## config.mk

```make
export PLATFORM = sky130hd
export DESIGN_NAME = instr_fetch_sequencer
export DESIGN_NICKNAME = d
export VERILOG_FILES = /design/src/rtl/instr_fetch_sequencer.sv
export SDC_FILE = /design/constraint.sdc
export NUM_CORES = 1
export LEC_CHECK = 0
export CAP_MARGIN = 0
export CORE_ASPECT_RATIO = 1.5
export CORE_UTILIZATION = 49
export CTS_BUF_LIST = sky130_fd_sc_hd__clkbuf_8
export DETAILED_ROUTE_END_ITERATION = 8
export PLACE_DENSITY = 0.81
export SYNTH_ARGS = -nofsm -noshare
export SYNTH_HDL_FRONTEND = slang
export SYNTH_SLANG_ARGS = --single-unit
```

## constraint.sdc

```tcl
create_clock -name clk -period 1.95 [get_ports clk]
set_input_delay 0.39 -clock clk [delete_from_list [all_inputs] [get_ports clk]]
set_output_delay 0.39 -clock clk [all_outputs]
set_load 0.005 [all_outputs]
```

## src/rtl/instr_fetch_sequencer.sv

```systemverilog
// -----------------------------------------------------------------------------
// instr_fetch_sequencer
//
// Fetches fixed two-byte instructions from a byte-wide program ROM, presents
// each one to the control unit for a single EXEC cycle, and then either
// continues sequentially, branches to the operand, or halts.
//
// Instruction format:
//   byte0 = {3'b000, opcode[4:0]}   (nonzero upper bits => illegal, run as NOP)
//   byte1 = operand
//
// Ports:
//   clk          in   1  system clock, rising edge
//   rst_n        in   1  asynchronous active-low reset
//   rom_req      out  1  program-ROM read request (high in both fetch states)
//   rom_addr     out  8  program-ROM byte address, always equal to pc
//   rom_ack      in   1  ROM data valid; only looked at while fetching
//   rom_data     in   8  ROM read byte, valid when rom_ack=1
//   PC_LOAD      in   1  control unit: branch to operand (EXEC only)
//   HALT         in   1  control unit: stop the sequencer (EXEC only)
//   opcode       out  5  decoded opcode of the instruction being executed
//   operand      out  8  operand of the instruction being executed
//   instr_valid  out  1  one-cycle pulse marking the EXEC cycle
//   illegal      out  1  EXEC instruction had nonzero opcode-byte bits [7:5]
//   halted       out  1  sequencer stopped, leaves only through rst_n
//   pc           out  8  program counter (wraps FF -> 00)
// -----------------------------------------------------------------------------
module instr_fetch_sequencer (
    input  logic       clk,
    input  logic       rst_n,
    output logic       rom_req,
    output logic [7:0] rom_addr,
    input  logic       rom_ack,
    input  logic [7:0] rom_data,
    input  logic       PC_LOAD,
    input  logic       HALT,
    output logic [4:0] opcode,
    output logic [7:0] operand,
    output logic       instr_valid,
    output logic       illegal,
    output logic       halted,
    output logic [7:0] pc
);

    typedef enum logic [2:0] {
        ST_IDLE      = 3'd0,
        ST_FETCH_OP  = 3'd1,
        ST_FETCH_ARG = 3'd2,
        ST_EXEC      = 3'd3,
        ST_HALTED    = 3'd4
    } state_t;

    state_t      state_r;
    logic [7:0]  pc_r;
    logic        rom_req_r;
    logic [7:0]  op_stage_r;
    logic [4:0]  opcode_r;
    logic [7:0]  operand_r;
    logic        instr_valid_r;
    logic        illegal_r;
    logic        halted_r;

    // Opcode bytes reserve bits [7:5]; anything set there is not a real opcode.
    function automatic logic opcode_byte_illegal(input logic [7:0] op_byte);
        return (op_byte[7:5] != 3'b000);
    endfunction

    // Opcode actually handed to the control unit: illegal bytes become NOP.
    function automatic logic [4:0] opcode_decode(input logic [7:0] op_byte);
        logic [4:0] dec;
        if (opcode_byte_illegal(op_byte)) begin
            dec = 5'b00000;
        end else begin
            dec = op_byte[4:0];
        end
        return dec;
    endfunction

    // Sequencer FSM with all outputs registered alongside the state.
    always_ff @(posedge clk or negedge rst_n) begin
        if (!rst_n) begin
            state_r       <= ST_IDLE;
            pc_r          <= 8'h00;
            rom_req_r     <= 1'b0;
            op_stage_r    <= 8'h00;
            opcode_r      <= 5'b00000;
            operand_r     <= 8'h00;
            instr_valid_r <= 1'b0;
            illegal_r     <= 1'b0;
            halted_r      <= 1'b0;
        end else begin
            // instr_valid and illegal are single-cycle pulses; only the
            // FETCH_ARG -> EXEC transition raises them.
            instr_valid_r <= 1'b0;
            illegal_r     <= 1'b0;

            case (state_r)
                ST_IDLE: begin
                    // First edge after reset release: start fetching at pc=0.
                    // Any stray ack seen here belongs to an abandoned request.
                    state_r   <= ST_FETCH_OP;
                    rom_req_r <= 1'b1;
                end

                ST_FETCH_OP: begin
                    if (rom_ack) begin
                        op_stage_r <= rom_data;
                        pc_r       <= pc_r + 8'd1;
                        state_r    <= ST_FETCH_ARG;
                    end else begin
                        // Wait states: request and address stay put.
                        state_r    <= ST_FETCH_OP;
                    end
                end

                ST_FETCH_ARG: begin
                    if (rom_ack) begin
                        // The operand byte arrives on the commit edge itself,
                        // so it goes straight into the output register while
                        // the opcode comes from the staged first byte.
                        pc_r          <= pc_r + 8'd1;
                        state_r       <= ST_EXEC;
                        rom_req_r     <= 1'b0;
                        opcode_r      <= opcode_decode(op_stage_r);
                        operand_r     <= rom_data;
                        illegal_r     <= opcode_byte_illegal(op_stage_r);
                        instr_valid_r <= 1'b1;
                    end else begin
                        state_r       <= ST_FETCH_ARG;
                    end
                end

                ST_EXEC: begin
                    // HALT outranks PC_LOAD; pc is left where it is on halt.
                    if (HALT) begin
                        state_r   <= ST_HALTED;
                        halted_r  <= 1'b1;
                        rom_req_r <= 1'b0;
                    end else if (PC_LOAD) begin
                        pc_r      <= operand_r;
                        state_r   <= ST_FETCH_OP;
                        rom_req_r <= 1'b1;
                    end else begin
                        state_r   <= ST_FETCH_OP;
                        rom_req_r <= 1'b1;
                    end
                end

                ST_HALTED: begin
                    // Terminal until rst_n; the ROM interface is ignored.
                    state_r   <= ST_HALTED;
                    halted_r  <= 1'b1;
                    rom_req_r <= 1'b0;
                end

                default: begin
                    // Unreachable encoding: fall back to a clean restart.
                    state_r   <= ST_IDLE;
                    rom_req_r <= 1'b0;
                    halted_r  <= 1'b0;
                end
            endcase
        end
    end

    assign rom_req     = rom_req_r;
    assign rom_addr    = pc_r;
    assign pc          = pc_r;
    assign opcode      = opcode_r;
    assign operand     = operand_r;
    assign instr_valid = instr_valid_r;
    assign illegal     = illegal_r;
    assign halted      = halted_r;

endmodule

```

==> impl_metrics.yaml <==
status:
  status: "finished clean"
yosys:
  ys_ff_latch: 36
  async_reset_ff_share_pct: 100
  synth.most_common_cell: "dfrtp_1"
  syn_area_mm2: 0.00165
  synth_area_leaders: "dfrtp_1 55%, nand2_1 7.3%, mux2_2 6.1%"
  synth_edf_count: 0
  mappedNetlistNets: 173
  seq_area_frac_synth_pct: 54.5
  ys.flop_type: "dfrtp_1"
  synth_cells: 159
  ys_warn_count: 0
  synth_top_area_share_pct: 54.5
  avgSynthCellArea_um2: 10.4
  yosys-top-cells-count: "36 x dfrtp_1, 32 x nand2_1, 11 x buf_4, 9 x a21oi_1, 9 x mux2_2"
  synth_cell_types: 30
  synth_top_area_cell: "dfrtp_1"
timing:
  rsz0062_at_grt: "no"
  fmax_mhz: 592
  worst_pin_slew_ps: 436
  hold_viol: 0
  slew_headroom_pct: 70.9
  min_period_ps: 1690
  timing.final.crit_share_pct: 86.7
  setup_viol: 0
  finClkSkew_ps: 8.77
  slew_violations: 0
floorplanning:
  ios: 46
  dieArea_mm2: 0.00361
  rows: 25
  die-height_um: 73.1
  start_util_pct: 51.8
  die_width_um: 49.4
  core_area_mm2: 0.00319
cts:
  post_cts_resized: 0
  clkTransAtPathRegs_ps: 70
  cts_made_buffers: 5
  cts_buffer_depth: 2
  ctsHtreeMaxLevel: 2
  cts-root-buf: "clkbuf_8"
  hold_buffers: 0
  cts_tree: "yes"
  post_cts_buffers: 0
  clk_latency_ps: 290
  cts.sinks: 36
final_layout:
  utilization_pct: 72.0
  fill_cells: 249
  nets: 220
  drive_gt1_share_pct: 14.5
  area_delta_synth_final_pct: 38.9
  diodes: 0
  finalNonFillerCells: 247
power_and_ir_drop:
  intPower_mw: 2.73
  p_switching_mw: 1.24
  max-vdd-ir-drop_mv: 1.02
  leakage_nw: 1.02
  p_sw_share_pct: 31.3
  pwr-share-seq_pct: 36.0
  pwr-share-clk_pct: 22.6
  comb_power_share_pct: 41.3
  power-per-cell-area_mw_per_mm2: 1730
detailed_routing:
  vias_per_cell: 5.42
  num_vias: 1339
  drt_drc_violations_left: 0
  drt-initial-drc-count: 36
  wl_per_cell_um: 14.1
  first_pass_iters: 4
  ant_nets: 0
  totalWireLength_um: 3480
worst_setup_path:
  critPathCaptureType: "register"
  ff2ff_setup_slack_ps: 260
  critPathLaunchType: "register"
  worstSetupPathType: "register to register"
  worst-endpoint-arrival_ps: 1890
  required_ps: 2150
  cp_max_fo: 13
grt:
  grt_pass1_wl_um: 5880
  grt_pass1_vias: 1316
  gr-usage-all-layers_pct: 21.8
  overflow: 0
  antenna_found_initial: 0
  grt_start_max_net_pins: 37
flow_run:
  maxCapViolations: 0
placed_design:
  hpwl_um: 2580
  globalplace.congestion: 0.882
  portBuffers: 45
  numPlacedInstances: 239
worst_hold_path:
  hp-class: "register to register"
==> flip-flops by register name (all words and copies together), names as in the netlist <==
| name | count |
|---|---|
| rom_req | 1 |
| op_stage_r | 8 |
| opcode | 5 |
| illegal | 1 |
| halted | 1 |
| state_r | 3 |
| operand | 8 |
| instr_valid | 1 |
| pc | 8 |
==> critical path: stages (launching register included) <==
cell and delay (ps):
dfrtp_1 560, nand3b_1 170, a311oi_4 440, a21boi_1 270, a2bb2oi_1 180
==> stage by stage <==
step	hold WS (ps)	setup TNS, ps	worst slack (ps)	cell area (µm²)	power (mW)
2_1_floorplan	94.4	0	503	1650	2.33
3_3_place_gp	470	0	18.0	2140	3.02
3_5_place_dp	479	-48.5	-36.5	2140	3.09
4_1_cts	495	0	246	2300	4.01
5_1_grt	506	0	138	2300	4.25
6_report	488	0	260	2300	3.97
==> layout make-up <==
class	count	area, µm²	area share (%)
Timing Repair Buffer	54	531	23.1
Clock buffer	5	68.8	3.00
Clock inverter	3	90.1	3.92
Tap cell	40	50.0	2.18
Sequential cell	36	901	39.2
Inverter	3	11.3	0.490
Multi-Input combinational cell	106	644	28.1
==> layout by cell type, fill, tap and decap left out <==
master and count:
a21boi_0 1, nor2_2 1, nor2b_1 1, nor2_1 6, ha_1 1, a22o_1 5, o22ai_1 3, inv_1 2
clkbuf_8 5, a2bb2oi_1 3, a31oi_1 2, a21oi_2 1, and3_1 2, clkdlybuf4s50_1 45, mux2_2 9, bufinv_16 3
mux2i_1 1, o21ai_0 8, nand3b_1 4, nor3_1 1, buf_12 1, dfrtp_1 36, nand2b_1 4, buf_4 8
a21boi_1 3, a311oi_4 1, a21oi_1 9, nand3_1 7, and2_1 1, nand2_1 32, inv_2 1
==> per-layer routing <==
| metal | part of all wire, % | vias to the layer above | global-route usage [%] |
|---|---|---|---|
| met3 | 5.0 | 10 | 5.42 |
| met4 | 1.9 | 0 | 9.52 |
| li1 | - | 639 | - |
| met2 | 57 | 60 | 41.4 |
| met5 | 0 | - | 0 |
| met1 | 36 | 630 | 22.3 |
==> kinds of logic (layout without fill, tap and decap cells) <==
kind of cell    Yosys count  after routing  share of synthesized area [%]
compound gates           36             36                           15.2
fa+ha+maj                 1              1                          0.757
buf+inv                  17             65                           6.51
flops                    36             36                           54.5
mux                      10             10                           6.74
simple gates             59             59                           16.3
==> power groups by stage <==
stage	clock [mW]	sequential, mW	combinational (mW)
floorplan	0	1.33	0.994
CTS	0.921	1.43	1.66
finish	0.897	1.43	1.64
detailed placement	0	1.44	1.65
global route	0.951	1.48	1.82
global placement	0	1.41	1.60
==> path summary, 6_finish.rpt <==
path                                  to  cells past startpoint          start
setup / recovery                   pc[7]                      4     state_r[1]
min in group asynchronous      opcode[4]                      2          rst_n
hold / removal                 opcode[2]                      1  op_stage_r[2]
hold reg to reg                opcode[2]                      1  op_stage_r[2]
setup reg to reg                   pc[7]                      4     state_r[1]
max in group asynchronous  op_stage_r[1]                      2          rst_n
No activity file was read; power rests on OpenSTA's default activity.
